### src/rtl/uspispy_logger_pkg.sv
// Shared types and constants for the SPI command logger: FSM states,
// record-length constants and small arithmetic helpers.
package uspispy_logger_pkg;

    // Width of the data-length field carried in every record.
    localparam int LEN_BITS  = 16;
    localparam int LEN_BYTES = LEN_BITS / 8;

    // Saturation value of the dropped-record counter.
    localparam logic [7:0] DROP_MAX = 8'hFF;

    // Capture FSM states. CMD is part of the capture group but is never
    // entered: the command byte is latched on the IDLE -> ADDR transition.
    typedef enum logic [2:0] {
        IDLE,
        CMD,
        ADDR,
        DATA,
        COMMIT
    } state_t;

    // Record size in bytes: command, address bytes, then the length field.
    function automatic int rec_bytes(input int addr_bytes);
        return 1 + addr_bytes + LEN_BYTES;
    endfunction

    // Increment that sticks at DROP_MAX instead of wrapping.
    function automatic logic [7:0] sat_inc8(input logic [7:0] value);
        return (value == DROP_MAX) ? value : value + 8'd1;
    endfunction

endpackage

### src/rtl/uspispy_logger_if.sv
// Bundle of the SPI byte stream, UART byte handshake and drop status.
// master = the environment (SPI synchroniser + UART), slave = the logger.
interface uspispy_logger_if;
    logic       spi_cs;
    logic       spi_byte_strobe;
    logic       spi_start_strobe;
    logic [7:0] spi_byte;
    logic [7:0] uart_tx;
    logic       uart_tx_strobe;
    logic       uart_tx_ready;
    logic [7:0] dropped_count;
    logic       overflow;

    modport master (
        output spi_cs, spi_byte_strobe, spi_start_strobe, spi_byte, uart_tx_ready,
        input  uart_tx, uart_tx_strobe, dropped_count, overflow
    );

    modport slave (
        input  spi_cs, spi_byte_strobe, spi_start_strobe, spi_byte, uart_tx_ready,
        output uart_tx, uart_tx_strobe, dropped_count, overflow
    );
endinterface

### src/rtl/uspispy_logger_byte_fifo.sv
// Byte FIFO with extra-bit pointers: wr == rd means empty, pointers equal
// except for the top bit means full. A push is accepted while full only
// when a pop happens in the same cycle, so occupancy stays unchanged.
module byte_fifo #(
    parameter int WIDTH = 8,
    parameter int DEPTH = 16
) (
    input  logic                     clk,
    input  logic                     reset,
    input  logic                     push,
    input  logic [WIDTH-1:0]         push_data,
    input  logic                     pop,
    output logic [WIDTH-1:0]         pop_data,
    output logic                     full,
    output logic                     empty,
    output logic [$clog2(DEPTH):0]   free_count
);
    localparam int AW = $clog2(DEPTH);

    logic [AW:0]      wr_ptr;
    logic [AW:0]      rd_ptr;
    logic [AW:0]      used;
    logic [WIDTH-1:0] mem [DEPTH];
    logic             do_push;
    logic             do_pop;

    assign used       = wr_ptr - rd_ptr;
    assign empty      = (wr_ptr == rd_ptr);
    assign full       = (wr_ptr[AW] != rd_ptr[AW]) && (wr_ptr[AW-1:0] == rd_ptr[AW-1:0]);
    assign free_count = (AW + 1)'(DEPTH) - used;
    assign do_pop     = pop && !empty;
    assign do_push    = push && (!full || do_pop);
    assign pop_data   = mem[rd_ptr[AW-1:0]];

    // Pointer update; both pointers wrap naturally through the extra bit.
    always_ff @(posedge clk) begin
        // NOTE: sequential state uses <= so every register samples pre-edge values.
        if (!reset) begin
            wr_ptr <= '0;
            rd_ptr <= '0;
        end else begin
            if (do_push) wr_ptr <= wr_ptr + (AW + 1)'(1);
            if (do_pop)  rd_ptr <= rd_ptr + (AW + 1)'(1);
        end
    end

    // Storage write.
    always_ff @(posedge clk) begin
        // NOTE: storage is not reset; the pointers alone define which entries are valid.
        if (do_push) mem[wr_ptr[AW-1:0]] <= push_data;
    end

endmodule

### src/rtl/uspispy_logger.sv
// SPI command logger: captures command byte, address and data length of
// each SPI transaction and queues a fixed-size record for a UART. Records
// enter the FIFO whole or not at all; lost records are counted.
module uspispy_logger
    import uspispy_logger_pkg::*;
#(
    parameter int ADDR_BYTES = 3,
    parameter int FIFO_DEPTH = 16,
    parameter int LEN_WIDTH  = LEN_BITS
) (
    input logic             clk,
    input logic             reset,
    uspispy_logger_if.slave bus
);
    localparam int REC_BYTES = rec_bytes(ADDR_BYTES);
    localparam int FREE_W    = $clog2(FIFO_DEPTH) + 1;
    localparam logic [FREE_W-1:0] REC_SPACE = FREE_W'(REC_BYTES);

    state_t                  state;
    logic [7:0]              cmd;
    logic [ADDR_BYTES*8-1:0] addr;
    logic [LEN_WIDTH-1:0]    len;
    logic [1:0]              addr_idx;
    logic [2:0]              rec_idx;
    logic [7:0]              dropped_count;
    logic                    overflow;

    logic [REC_BYTES*8-1:0]  rec_bits;
    logic                    start_byte;
    logic                    record_fits;
    logic                    fifo_push;
    logic                    fifo_pop;
    logic                    fifo_full;
    logic                    fifo_empty;
    logic [7:0]              push_data;
    logic [7:0]              pop_data;
    logic [FREE_W-1:0]       free_count;

    assign start_byte  = bus.spi_byte_strobe && bus.spi_start_strobe;
    // Space is reserved for the whole record before COMMIT starts, so COMMIT
    // never stalls and the FIFO never holds a partial record.
    assign record_fits = (free_count >= REC_SPACE);

    // Capture / commit FSM with drop accounting.
    always_ff @(posedge clk) begin
        if (!reset) begin
            state         <= IDLE;
            cmd           <= '0;
            addr          <= '0;
            len           <= '0;
            addr_idx      <= '0;
            rec_idx       <= '0;
            dropped_count <= '0;
            overflow      <= 1'b0;
        end else begin
            case (state)
                IDLE: begin
                    if (start_byte) begin
                        cmd      <= bus.spi_byte;
                        addr     <= '0;
                        len      <= '0;
                        addr_idx <= '0;
                        state    <= ADDR;
                    end
                end
                CMD, ADDR, DATA: begin
                    if (start_byte) begin
                        // A new transaction abandons the open one.
                        dropped_count <= sat_inc8(dropped_count);
                        overflow      <= 1'b1;
                        cmd           <= bus.spi_byte;
                        addr          <= '0;
                        len           <= '0;
                        addr_idx      <= '0;
                        state         <= ADDR;
                    end else if (bus.spi_cs) begin
                        rec_idx <= '0;
                        if (record_fits) begin
                            state <= COMMIT;
                        end else begin
                            dropped_count <= sat_inc8(dropped_count);
                            overflow      <= 1'b1;
                            state         <= IDLE;
                        end
                    end else if (bus.spi_byte_strobe) begin
                        if (state == DATA) begin
                            if (len != '1) len <= len + LEN_WIDTH'(1);
                        end else begin
                            // Place by index so a short address stays MSB-aligned.
                            addr[(ADDR_BYTES - 1 - int'(addr_idx)) * 8 +: 8] <= bus.spi_byte;
                            addr_idx <= addr_idx + 2'd1;
                            if (addr_idx == 2'(ADDR_BYTES - 1)) state <= DATA;
                        end
                    end
                end
                COMMIT: begin
                    rec_idx <= rec_idx + 3'd1;
                    if (rec_idx == 3'(REC_BYTES - 1)) state <= IDLE;
                end
                default: state <= IDLE;
            endcase
        end
    end

    // Record layout, first byte sent first: cmd, addr MSB..LSB, len MSB, len LSB.
    assign rec_bits  = {cmd, addr, len};
    assign push_data = rec_bits[(REC_BYTES - 1 - int'(rec_idx)) * 8 +: 8];
    assign fifo_push = (state == COMMIT) && (!fifo_full || fifo_pop);

    // UART side pops the head byte in the same cycle it is presented.
    assign fifo_pop           = bus.uart_tx_ready && !fifo_empty;
    assign bus.uart_tx_strobe = fifo_pop;
    assign bus.uart_tx        = fifo_pop ? pop_data : 8'h00;
    assign bus.dropped_count  = dropped_count;
    assign bus.overflow       = overflow;

    byte_fifo #(
        .WIDTH (8),
        .DEPTH (FIFO_DEPTH)
    ) u_fifo (
        .clk        (clk),
        .reset      (reset),
        .push       (fifo_push),
        .push_data  (push_data),
        .pop        (fifo_pop),
        .pop_data   (pop_data),
        .full       (fifo_full),
        .empty      (fifo_empty),
        .free_count (free_count)
    );

endmodule

### src/flat_wrapper.sv
// flat-port wrapper written by rule: the top's interface ports become plain ports
module uspispy_logger_flat import uspispy_logger_pkg::*;
#(
    parameter int ADDR_BYTES = 3,
    parameter int FIFO_DEPTH = 16,
    parameter int LEN_WIDTH  = LEN_BITS
)
  (clk, reset, bus_spi_cs, bus_spi_byte_strobe, bus_spi_start_strobe, bus_spi_byte, bus_uart_tx_ready, bus_uart_tx, bus_uart_tx_strobe, bus_dropped_count, bus_overflow);
  uspispy_logger_if bus_i ();
  input logic clk;
  input logic reset;
  input wire logic [$bits(bus_i.spi_cs)-1:0] bus_spi_cs;
  input wire logic [$bits(bus_i.spi_byte_strobe)-1:0] bus_spi_byte_strobe;
  input wire logic [$bits(bus_i.spi_start_strobe)-1:0] bus_spi_start_strobe;
  input wire logic [$bits(bus_i.spi_byte)-1:0] bus_spi_byte;
  input wire logic [$bits(bus_i.uart_tx_ready)-1:0] bus_uart_tx_ready;
  output wire logic [$bits(bus_i.uart_tx)-1:0] bus_uart_tx;
  output wire logic [$bits(bus_i.uart_tx_strobe)-1:0] bus_uart_tx_strobe;
  output wire logic [$bits(bus_i.dropped_count)-1:0] bus_dropped_count;
  output wire logic [$bits(bus_i.overflow)-1:0] bus_overflow;
  assign bus_i.spi_cs = bus_spi_cs;
  assign bus_i.spi_byte_strobe = bus_spi_byte_strobe;
  assign bus_i.spi_start_strobe = bus_spi_start_strobe;
  assign bus_i.spi_byte = bus_spi_byte;
  assign bus_i.uart_tx_ready = bus_uart_tx_ready;
  assign bus_uart_tx = bus_i.uart_tx;
  assign bus_uart_tx_strobe = bus_i.uart_tx_strobe;
  assign bus_dropped_count = bus_i.dropped_count;
  assign bus_overflow = bus_i.overflow;
  uspispy_logger #(.ADDR_BYTES(ADDR_BYTES), .FIFO_DEPTH(FIFO_DEPTH), .LEN_WIDTH(LEN_WIDTH)) u_core (.clk(clk), .reset(reset), .bus(bus_i));
endmodule
### config.mk
export PLATFORM = sky130hd
export DESIGN_NAME = uspispy_logger_flat
export DESIGN_NICKNAME = d
export VERILOG_FILES = /design/src/rtl/uspispy_logger_pkg.sv /design/src/rtl/uspispy_logger_if.sv /design/src/rtl/uspispy_logger_byte_fifo.sv /design/src/rtl/uspispy_logger.sv /design/src/flat_wrapper.sv
export SDC_FILE = /design/constraint.sdc
export NUM_CORES = 1
export LEC_CHECK = 0
export CELL_PAD_IN_SITES_DETAIL_PLACEMENT = 0
export CELL_PAD_IN_SITES_GLOBAL_PLACEMENT = 1
export CORE_MARGIN = 4
export CORE_UTILIZATION = 50
export CTS_CLUSTER_DIAMETER = 200
export CTS_CLUSTER_SIZE = 10
export DETAILED_ROUTE_END_ITERATION = 10
export PLACE_DENSITY = 0.76
export SYNTH_ARGS = -nofsm -noshare
export SYNTH_HDL_FRONTEND = slang
export SYNTH_HIERARCHICAL = 1
export SYNTH_SLANG_ARGS = --single-unit
### constraint.sdc
create_clock -name clk -period 4.36 [get_ports clk]
set_clock_uncertainty 0.05 [all_clocks]
set_input_delay 0.436 -clock clk [delete_from_list [all_inputs] [get_ports clk]]
set_output_delay 0.436 -clock clk [all_outputs]
set_load 0.01 [all_outputs]
# [Word-level counts from Yosys, hierarchy flattened]
# Memories as Yosys holds them, arrays and structs flattened. A register that Yosys moved wholly into a read port is not among the register bits.
# Cells that the tools add are included.
[word_totals] reg_bits=75 ramBits=128 in_bits=14 mem_count=1
[op_classes] addsub=11 magnitude_cmp=1 eq_ne=24 shifts=3 mux=44 reduce_logical=22
[memory_table] name="u_core.u_fifo.mem" depth=16 word_bits=8 read_ports=1 rd_clocked_by_memory_dff=1 write_ports=1 line="uspispy_logger_byte_fifo.sv:23" source="logic [WIDTH-1:0] mem [DEPTH];"
[op_table] op="24-bit two-way mux" count=5
[op_table] op="16-bit two-way mux" count=6
[op_table] op="24-bit one-hot mux with 2 select lines" count=1
[op_table] op="48-bit by 32-bit variable part select with 8-bit output" count=1
[op_table] op="8-bit two-way mux" count=5
[op_table] op="32-bit negation with 33-bit output" count=1
[op_table] op="8-bit by 33-bit variable shift with 24-bit output (first input constant)" count=1
[op_table] op="8-bit by 33-bit variable part select with 24-bit output" count=1
[op_table] op="16-bit one-hot mux with 2 select lines" count=1
[op_table] op="3-bit two-way mux" count=10
[op_table] op="24-bit bitwise mux" count=1
[op_table] op="16-bit by 1-bit adder with 16-bit output (second input constant)" count=1
[op_table] op="16-bit inequality test (second input constant)" count=1
[op_table] op="5-bit by 1-bit adder with 5-bit output (second input constant)" count=2
[op_table] op="2-bit two-way mux" count=5
[op_table] op="5-bit AND reduction" count=2
[op_table] op="3-bit by 2-bit inequality test with 1-bit output (second input constant)" count=3
[op_table] op="3-bit one-hot mux with 3 select lines" count=1
[op_table] op="8-bit by 1-bit adder with 8-bit output (second input constant)" count=1
[op_table] op="8-bit equality test (second input constant)" count=1
[op_table] op="4-bit two-way mux" count=2
[op_table] op="4-bit by 3-bit inequality test with 1-bit output (second input constant)" count=2
[op_table] op="3-bit by 2-bit equality test with 1-bit output (second input constant)" count=2
[op_table] op="3-bit equality test (second input constant)" count=2
[op_table] op="29 further kinds" count=47

# [Longest topological paths before layout]
# Gate-level depths: netlist (run 1).
[depth] depth_word=9 depth_mapped=12

# [Cells and area by module]
# The synthesis (run 1) kept the hierarchy.
[by_module_without_submodules] mod="byte_fifo" n_inst=1 cells_per_inst=304 area_each_um2=5721.7 seq_area_each_um2=4124.0
[by_module_without_submodules] mod="uspispy_logger" n_inst=1 cells_per_inst=423 area_each_um2=3484.6 seq_area_each_um2=1301.2

# [Worst setup path before layout (run 1)]
# OpenSTA, ideal clock, no wires.
[synth_timing] kind="flip-flop to flip-flop" start="register u_core.u_fifo.wr_ptr[3]" end="memory u_core.u_fifo.mem[0][0] (enable)" setup_ns=0.383 arrival_time_ns=3.122 setup_slack_ns=0.805 stages_incl_launch_ff=13 path_cell_list="dfxtp_1 > clkbuf_1 > inv_1 > ha_1 > nand4_1 > nor2_1 > nor2b_1 > clkbuf_1 > inv_1 > a21oi_1 > o31a_4 > nand2_1 > nor3_1"
[synth_between] elab_chain_cells=8 elab_cells_between_ends=13 classes_between="2 x eq/ne; 2 x mux; 9 x reduce/logical"
[synth_lines] item="from (decl)" line="uspispy_logger_byte_fifo.sv:20" source="logic [AW:0] wr_ptr;"
[synth_lines] item="from (signal assigned)" line="uspispy_logger_byte_fifo.sv:42" source="if (do_push) wr_ptr <= wr_ptr + (AW + 1)'(1);"
[synth_lines] item="5-bit equality test" line="uspispy_logger_byte_fifo.sv:28" source="assign empty = (wr_ptr == rd_ptr);"
[synth_lines] item="named net u_core.fifo_empty" line="uspispy_logger.sv:34" source="logic fifo_empty;"
[synth_lines] item="1-bit logical NOT" line="uspispy_logger.sv:111" source="assign fifo_pop = bus.uart_tx_ready && !fifo_empty;"
[synth_lines] item="1-bit logical AND" line="uspispy_logger.sv:111"
[synth_lines] item="named net bus_uart_tx_strobe" line="flat_wrapper.sv:18" source="output wire logic [$bits(bus_i.uart_tx_strobe)-1:0] bus_uart_tx_strobe;"
[synth_lines] item="1-bit logical OR" line="uspispy_logger.sv:108" source="assign fifo_push = (state == COMMIT) && (!fifo_full || fifo_pop);"
[synth_lines] item="1-bit logical AND" line="uspispy_logger.sv:108"
[synth_lines] item="named net u_core.fifo_push" line="uspispy_logger.sv:31" source="logic fifo_push;"
[synth_lines] item="1-bit logical AND" line="uspispy_logger_byte_fifo.sv:32" source="assign do_push = push && (!full || do_pop);"
[synth_lines] item="1-bit two-way mux" line="uspispy_logger_byte_fifo.sv:50" source="if (do_push) mem[wr_ptr[AW-1:0]] <= push_data;"
[synth_lines] item="1-bit two-way mux (implied by the code)" line="uspispy_logger_byte_fifo.sv:50"
[synth_lines] item="to (decl)" line="uspispy_logger_byte_fifo.sv:23"
# The timed path passes the listed nets, and every way through them passes these cells.

==> results of run 1 <==
-- final cells by class --
cell class | count | area, µm² | area share
inverter | 21 | 78.83 | 0.007546
clock inverter | 1 | 5.005 | 0.0004791
timing repair buffer | 49 | 440.4 | 0.04216
sequential | 207 | 5426 | 0.5195
clock buffer | 41 | 685.7 | 0.06564
tap | 229 | 286.5 | 0.02743
multi-input combinational | 459 | 3523 | 0.3373
-- worst paths after layout --
check	cells past startpoint	from	endpoint
setup / recovery	6	flop	bus_uart_tx[0]
hold / removal	2	u_core/addr[7]$_SDFFE_PN0P_	u_core/addr[7]$_SDFFE_PN0P_
setup reg to reg	11	u_core/u_fifo/wr_ptr[2]$_SDFFE_PN0P_	u_core/u_fifo/mem[12][5]$_DFFE_PP_
hold reg to reg	2	u_core/addr[7]$_SDFFE_PN0P_	u_core/addr[7]$_SDFFE_PN0P_
-- worst max-delay path, stage by stage (launching register included) --
cell	delay (ps)
dfxtp_2	750
buf_4	320
mux4_2	520
a22oi_1	280
nand2_1	80
and2_1	150
clkdlybuf4s50_1	480
-- sequential cells by signal (all words and copies together) (netlist names), named ones only --
| signal | count |
|---|---|
| u_core/cmd | 8 |
| u_core/rec_idx | 3 |
| u_core/addr | 24 |
| u_core/len | 16 |
| u_core/u_fifo/rd_ptr | 5 |
| u_core/addr_idx | 2 |
| u_core/bus.dropped_count | 8 |
| u_core/state | 3 |
| u_core/u_fifo/wr_ptr | 5 |
| u_core/u_fifo/mem | 128 |
| u_core/bus.overflow | 1 |
-- metal layers --
| metal | share of wire | global-route usage | wire (µm) |
|---|---|---|---|
| met1 | 0.44 | 0.2830 | 9029 |
| met2 | 0.50 | 0.3441 | 10260 |
| met3 | 0.053 | 0.03028 | 1092 |
| met4 | 0.015 | 0.04906 | 301 |
| met5 | 0 | 0 | 0 |
-- where the power goes --
part / internal, mW / switching, mW / leakage [nW] / total (mW)
clock network: 1.06 / 0.724 / 0.331 / 1.78
logic: 0.0571 / 0.102 / 1.29 / 0.159
registers: 2.09 / 0.0112 / 1.80 / 2.10
total: 3.20 / 0.837 / 3.42 / 4.04
-- placed cells by master, fill, tap and decap left out, types with 10 or more instances in the layout --
master / instances
ha_1: 22
nor3_1: 11
nor2_1: 48
clkdlybuf4s50_1: 30
clkbuf_16: 25
o21ai_1: 13
buf_4: 18
dfxtp_1: 78
nand2_1: 62
mux4_2: 40
nand3_1: 51
o31ai_1: 10
edfxtp_1: 128
clkbuf_1: 16
inv_1: 20
a21oi_1: 21
and2_1: 17
o21ai_0: 38
a22oi_1: 24
==> flow_metrics.tcl, run 1 <==
set metrics [dict create \
    status "complete, no violations" \
    placed_cell_area_um2 9749 \
    clkTransAtPathRegs_ps 60 \
    syn_area_per_cell_um2 12.68 \
    place.gp.congestion 0.8658 \
    synth_area_um2 9203 \
    cts.htree.levels 1 \
    synthCells 726 \
    tightestPinTransition_ps 1252 \
    worstSetupStartpointType "flop" \
    root_buffer "clkbuf_16" \
    grt_start_max_net_pins 50 \
    vias 6059 \
    cts_tree "yes" \
    antenna_left 0 \
    finalHoldViolCount 0 \
    cts_hold_buf 0 \
    num_rows 49 \
    grt_pass1_wl_mm 32.95 \
    syn_nets 763 \
    drc_errors 0 \
    hold_class "flop to flop" \
    dp_slack_ps 851.1 \
    setup_viol 0 \
    routed_wl_mm 20.69 \
    vdd_drop_max_uv 394.5 \
    fin_ws_ps 778.7 \
    finalInstanceArea_um2 10450 \
    grt-ovfl-total 0 \
    drt_iter0_markers 428 \
    leakagePower_nw 3.417 \
    n_antenna_cell 0 \
    final_util 0.5796 \
    cts_made_buffers 24 \
    synthToLayoutAreaGrowth_pct 13.51 \
    powerDensity_nw_per_um2 386.5 \
    wire_per_inst_um 20.55 \
    fin_cells 1007 \
    setup_tns_ps 0 \
    slew_headroom 0.1626 \
    dpl.cell_count 965 \
    fillers 1450 \
    initial_utilization 0.5106 \
    r2r_slack_ps 840 \
    io_pins 32 \
    die_x_um 143.7 \
    drv_slew 0 \
    vias_per_cell 6.017 \
    nets 799 \
    insertion_delay_ps 500 \
    cp_max_fo 18 \
    cts.sinks 207 \
    drive_above_1_share 0.1388 \
    max_freq_mhz 279.2 \
    clock_tree.buffer_depth 3 \
    critical_path_arrival_ps 3100 \
    drv_cap 0 \
    io_buffer_count 31 \
    cp-end-kind "primary output" \
    hpwl_mm 14.09 \
    rsz0062_at_grt "false" \
    grt_pass1_vias 5917 \
    detail_route.first_pass.iterations 4 \
    critical_path_class "flop to primary output" \
    track_usage 0.2044 \
    die_area_um2 20640 \
    fin_crit_sh 0.8214 \
    total_power_mw 4.038 \
    yosys_warnings 6 \
    cp.required_ps 3870 \
    cts_resized 0 \
    antenna_found_initial 0 \
    postCtsSetupRepairBufs 0 \
    holdWs_ps 404.0 \
    die_h_um 143.7 \
    fin_crit_ps 3581 \
    coreArea_um2 18020 \
]
Power figures use the tool's default switching activity.
==> run 2, diff against run 1 <==
CORE_UTILIZATION = 46   (was 50)
PLACE_DENSITY = 0.73   (was 0.76)
clock period = 3.2 ns   (was 4.36 ns; I/O delays follow)
==> run 2 against run 1 <==
Core utilization down 3.8 points. Largest power group unchanged. Die area grew 8.2%. Clock-buffer cell count is 1 lower. Wire length is 3.8% lower. Total power rose by 36%. Worst hold slack lost 13 ps. Flip-flop and latch count unchanged.
==> flow_metrics.tcl, run 2 (synthesis gave the netlist of run 1 again) <==
set metrics [dict create \
    fin_crit_ps 3018 \
    io_pins 32 \
    finalHoldViolCount 0 \
    slowest_stage "mux4_2" \
    path_cells "buf_12, mux4_2, a22oi_1, nand2_1, and2_1, clkdlybuf4s50_1" \
    synthToLayoutAreaGrowth_pct 15.32 \
    cts_made_buffers 24 \
    drv_cap 0 \
    grt_start_max_net_pins 50 \
    cp_max_fo 32 \
    leakagePower_nw 3.499 \
    clock_tree.buffer_depth 3 \
    drive_above_1_share 0.1599 \
    drc_errors 0 \
    detail_route.first_pass.iterations 5 \
    total_power_mw 5.494 \
    cts_tree "yes" \
    die_h_um 149.4 \
    die_area_um2 22330 \
    die_x_um 149.4 \
    io_buffer_count 31 \
    grt_pass1_wl_mm 33.13 \
    nets 810 \
    vdd_drop_max_uv 330.7 \
    worstSetupStartpointType "flop" \
    slew_headroom 0.1999 \
    antenna_left 0 \
    num_rows 51 \
    critical_path_class "flop to primary output" \
    cts.htree.levels 1 \
    rsz0062_at_grt "false" \
    hpwl_mm 13.74 \
    critical_path_arrival_ps 2650 \
    antenna_found_initial 0 \
    root_buffer "clkbuf_16" \
    track_usage 0.1843 \
    final_common_cell "edfxtp_1" \
    hold_class "input port to flop" \
    powerDensity_nw_per_um2 517.7 \
    initial_utilization 0.4698 \
    tightestPinTransition_ps 1200 \
    drt_iter0_markers 428 \
    wire_per_inst_um 18.91 \
    cts.sinks 207 \
    status "complete, no violations" \
    grt_pass1_vias 6020 \
    insertion_delay_ps 510 \
    coreArea_um2 19590 \
    path_buf_inv 2 \
    fin_crit_sh 0.9430 \
    critical-path-top-delay-family "buffers and inverters" \
    largest_reg_flops 128 \
    cp-end-kind "primary output" \
    clkTransAtPathRegs_ps 50 \
    setup_viol 0 \
    final_cell_mix "128 x edfxtp_1, 78 x dfxtp_1, 62 x nand2_1" \
    grt-ovfl-total 0 \
    vias_per_cell 5.713 \
    vias 6016 \
    routed_wl_mm 19.91 \
    postCtsSetupRepairBufs 0 \
    cts_hold_buf 0 \
    drv_slew 0 \
    critPathMaxStageDelay_ps 550 \
    fin_cells 1053 \
    max_freq_mhz 331.4 \
    dpl.cell_count 1012 \
    cp.required_ps 2830 \
    place.gp.congestion 0.8354 \
    n_antenna_cell 0 \
]
==> run 2: changes by cell type in the layout (fill, tap and decap cells not counted), sizes merged <==
cell	delta
buf	+11
clkbuf	-1
==> run 2: what timing repair did <==
action                                 4_1_cts  5_1_grt
gates resized for setup                      0        3
endpoints found under the hold margin        0        0
setup endpoints to repair                    0        3
==> run 2: worst reg2reg max path: cells and delay by family (launching register included) <==
family / cells / cell delay [ps]
adders and majority gates: 3 / 960
AOI/OAI and AO/OA: 3 / 740
and+or+nand+nor: 2 / 640
DFF: 1 / 320
buffers and inverters: 3 / 170
==> run 2: metrics by stage <==
stage / hold WS (ps) / utilization / TNS (ps) / instance area, µm² / worst slack (ps)
2_1_floorplan: 382.5 / - / -1687 / 9226 / -28.53
3_3_place_gp: 392.5 / 0.5060 / 0 / 9912 / 264.9
3_5_place_dp: 398.7 / 0.5060 / 0 / 9912 / 148.4
4_1_cts: 394.3 / 0.5410 / 0 / 10600 / 106.0
5_1_grt: 417.7 / 0.5417 / 0 / 10610 / 24.42
6_report: 390.7 / 0.5417 / 0 / 10610 / 182.2
==> run 2: area by class of cell <==
cell class | count | area [µm²]
Timing Repair Buffer | 60 | 535.5
Clock inverter | 1 | 5.005
Tap cell | 265 | 331.6
Clock buffer | 40 | 681.9
Fill cell | 1651 | 8977
Multi-Input combinational cell | 459 | 3553
Sequential cell | 207 | 5426
Inverter | 21 | 78.83
==> run 2: worst paths after layout <==
kind / start / end / slack [ps] / depth (start not counted)
hold reg to reg: u_core/cmd[1]$_SDFFE_PN0P_ / u_core/cmd[1]$_SDFFE_PN0P_ / 410 / 2
setup reg to reg: u_core/u_fifo/wr_ptr[1]$_SDFFE_PN0P_ / u_core/bus.dropped_count[4]$_SDFFE_PN0P_ / 230 / 11
hold / removal: reset / u_core/u_fifo/wr_ptr[3]$_SDFFE_PN0P_ / 390 / 3
setup / recovery: flop / bus_uart_tx[3] / 180 / 6
==> run 2: where the power goes <==
part | leakage (nW) | internal [mW] | switching, mW
logic | 1.37 | 0.0777 | 0.137
clock network | 0.330 | 1.44 | 0.991
registers | 1.80 | 2.84 | 0.0104
total | 3.50 | 4.36 | 1.14
==> run 2: routing by layer <==
metal  wire (µm)  vias to the layer above  track usage  share of wire
li1            -                     2839            -              -
met1        8717                     3001       0.2516           0.44
met2       10070                      151       0.3167           0.51
met3         869                       25      0.02816          0.044
met4         254                        0      0.03661          0.013
met5           0                        -            0              0
==> run 3, diff against run 2 <==
CORE_UTILIZATION = 47   (was 46)
CTS_BUF_LIST = sky130_fd_sc_hd__clkbuf_8   (was unset)
PLACE_DENSITY = unset   (was 0.73)
PLACE_DENSITY_LB_ADDON = 0.1   (was unset)
==> run 3 against run 2 <==
Clock-buffer cell count shrank 15. Maximum frequency decreased by 2.2%. Worst hold slack worse by 240 ps. Die area fell by 2.0%. Critical path depth unchanged. Wire length grew 7.0%. Non-clock buffer count is 3 higher. First-iteration DRC count grew 1.6%. Sequential share of layout area increased by 1.2 points. Largest cell class unchanged. Largest power group unchanged.
==> flow_metrics.tcl, run 3 (synthesis gave the netlist of run 1 again) <==
set metrics [dict create \
    status "complete, no violations" \
    rsz0062_at_grt "false" \
    synthToLayoutAreaGrowth_pct 12.59 \
    slew_headroom 0.2356 \
    hold_class "input port to flop" \
    fillers 1623 \
    grt_pass1_wl_mm 33.39 \
    num_rows 50 \
    root_buffer "clkbuf_8" \
    cp_max_fo 16 \
    drive_above_1_share 0.1633 \
    io_buffer_count 31 \
    drt_iter0_markers 435 \
    drv_cap 0 \
    cts.sinks 207 \
    grt_pass1_vias 5917 \
    critical_path_class "flop to primary output" \
    p_comb_frac 0.047 \
    setup_viol 0 \
    io_pins 32 \
    fin_crit_sh 0.9644 \
    final_util 0.5466 \
    critical_path_arrival_ps 2720 \
    leakagePower_nw 3.449 \
    p_seq_frac 0.609 \
    cts_tree "yes" \
    antenna_found_initial 0 \
    powerDensity_nw_per_um2 452.6 \
    vdd_drop_max_uv 284.3 \
    clock_tree.buffer_depth 3 \
    p_sw_mw 1.054 \
    hpwl_mm 14.51 \
    place.gp.congestion 0.8443 \
    finalHoldViolCount 0 \
    vias 6034 \
    drc_errors 0 \
    detail_route.first_pass.iterations 5 \
    n_antenna_cell 0 \
    die_h_um 147.9 \
    postCtsSetupRepairBufs 0 \
    final_cell_mix "128 x edfxtp_1, 78 x dfxtp_1, 62 x nand2_1" \
    regArea_um2 5426 \
    clkTransAtPathRegs_ps 80 \
    die_x_um 147.9 \
    multiInputGateArea_um2 3553 \
    worst_r2r_path_depth 11 \
    cts.htree.levels 1 \
    tightestPinTransition_ps 1142 \
    worstSetupStartpointType "flop" \
    internal_power_mw 3.635 \
    die_area_um2 21880 \
    final_common_cell "edfxtp_1" \
    nets 813 \
    pwr-share-clk 0.345 \
    vias_per_cell 5.747 \
    antenna_left 0 \
    cp-end-kind "primary output" \
    largest_reg_flops 128 \
    insertion_delay_ps 520 \
    wire_per_inst_um 20.30 \
    grt_start_max_net_pins 37 \
    cts_made_buffers 24 \
    cp.required_ps 2830 \
    drv_slew 0 \
    initial_utilization 0.4855 \
    coreArea_um2 18960 \
    max_freq_mhz 324.0 \
    dp_slack_ps 143.2 \
    min_path_cells 3 \
    fin_crit_ps 3086 \
    track_usage 0.1923 \
    fin_ws_ps 113.9 \
    swShare 0.2248 \
    routed_wl_mm 21.31 \
    grt-ovfl-total 0 \
]
## run 3: per-layer routing
layer  up-vias  wire (µm)  global-route usage
li1       2841          -                   -
met4         0        250             0.03603
met2       145      10600              0.3368
met5         -          0                   0
met3        23        962             0.02790
met1      3025       9496              0.2592
## run 3: path summary, 6_finish.rpt
check,startpoint,end,slack [ps]
worst max register to register,u_core/u_fifo/wr_ptr[1]$_SDFFE_PN0P_,u_core/bus.dropped_count[4]$_SDFFE_PN0P_,220
worst min register to register,u_core/addr[4]$_SDFFE_PN0P_,u_core/addr[4]$_SDFFE_PN0P_,410
worst min-delay path,reset,u_core/bus.dropped_count[7]$_SDFFE_PN0P_,150
worst max-delay path,flop,bus_uart_tx[1],110
## run 3: power groups by stage
stage / sequential, mW / clock, mW / combinational [mW]
2_1_floorplan: 2.91 / 0 / 0.139
6_report: 2.85 / 1.62 / 0.219
3_5_place_dp: 2.91 / 0 / 0.218
4_1_cts: 2.85 / 1.67 / 0.218
5_1_grt: 2.85 / 1.79 / 0.239
3_3_place_gp: 2.91 / 0 / 0.212
## run 3: critical path, stage by stage (launching register included)
cell,delay (ps)
dfxtp_2,440
buf_12,220
mux4_2,510
a22oi_1,310
nand2_1,100
and2_1,150
clkdlybuf4s50_1,470
## run 3: area by class of cell
| class | instances | share of cell area |
|---|---|---|
| Timing Repair Buffer | 63 | 0.05555 |
| Sequential cell | 207 | 0.5237 |
| Clock buffer | 25 | 0.03321 |
| Inverter | 21 | 0.007608 |
| Tap cell | 260 | 0.03140 |
| Clock inverter | 15 | 0.005555 |
| Multi-Input combinational cell | 459 | 0.3430 |
## run 3: per-stage QoR
stage	TNS, ps	power (mW)	hold slack [ps]	std cells	area (µm²)
after floorplan	-1687	3.045	382.5	726	9226
after global placement	0	3.124	392.5	1009	9921
after detailed placement	0	3.132	401.0	1009	9921
after CTS	0	4.743	122.3	1049	10320
after global routing	0	4.883	152.2	1050	10360
final	0	4.690	150.6	1050	10360
## run 3: timing repair
item	in CTS	in global routing
endpoints found under the setup margin	0	8
resized for setup	0	3
hold buffers	0	0
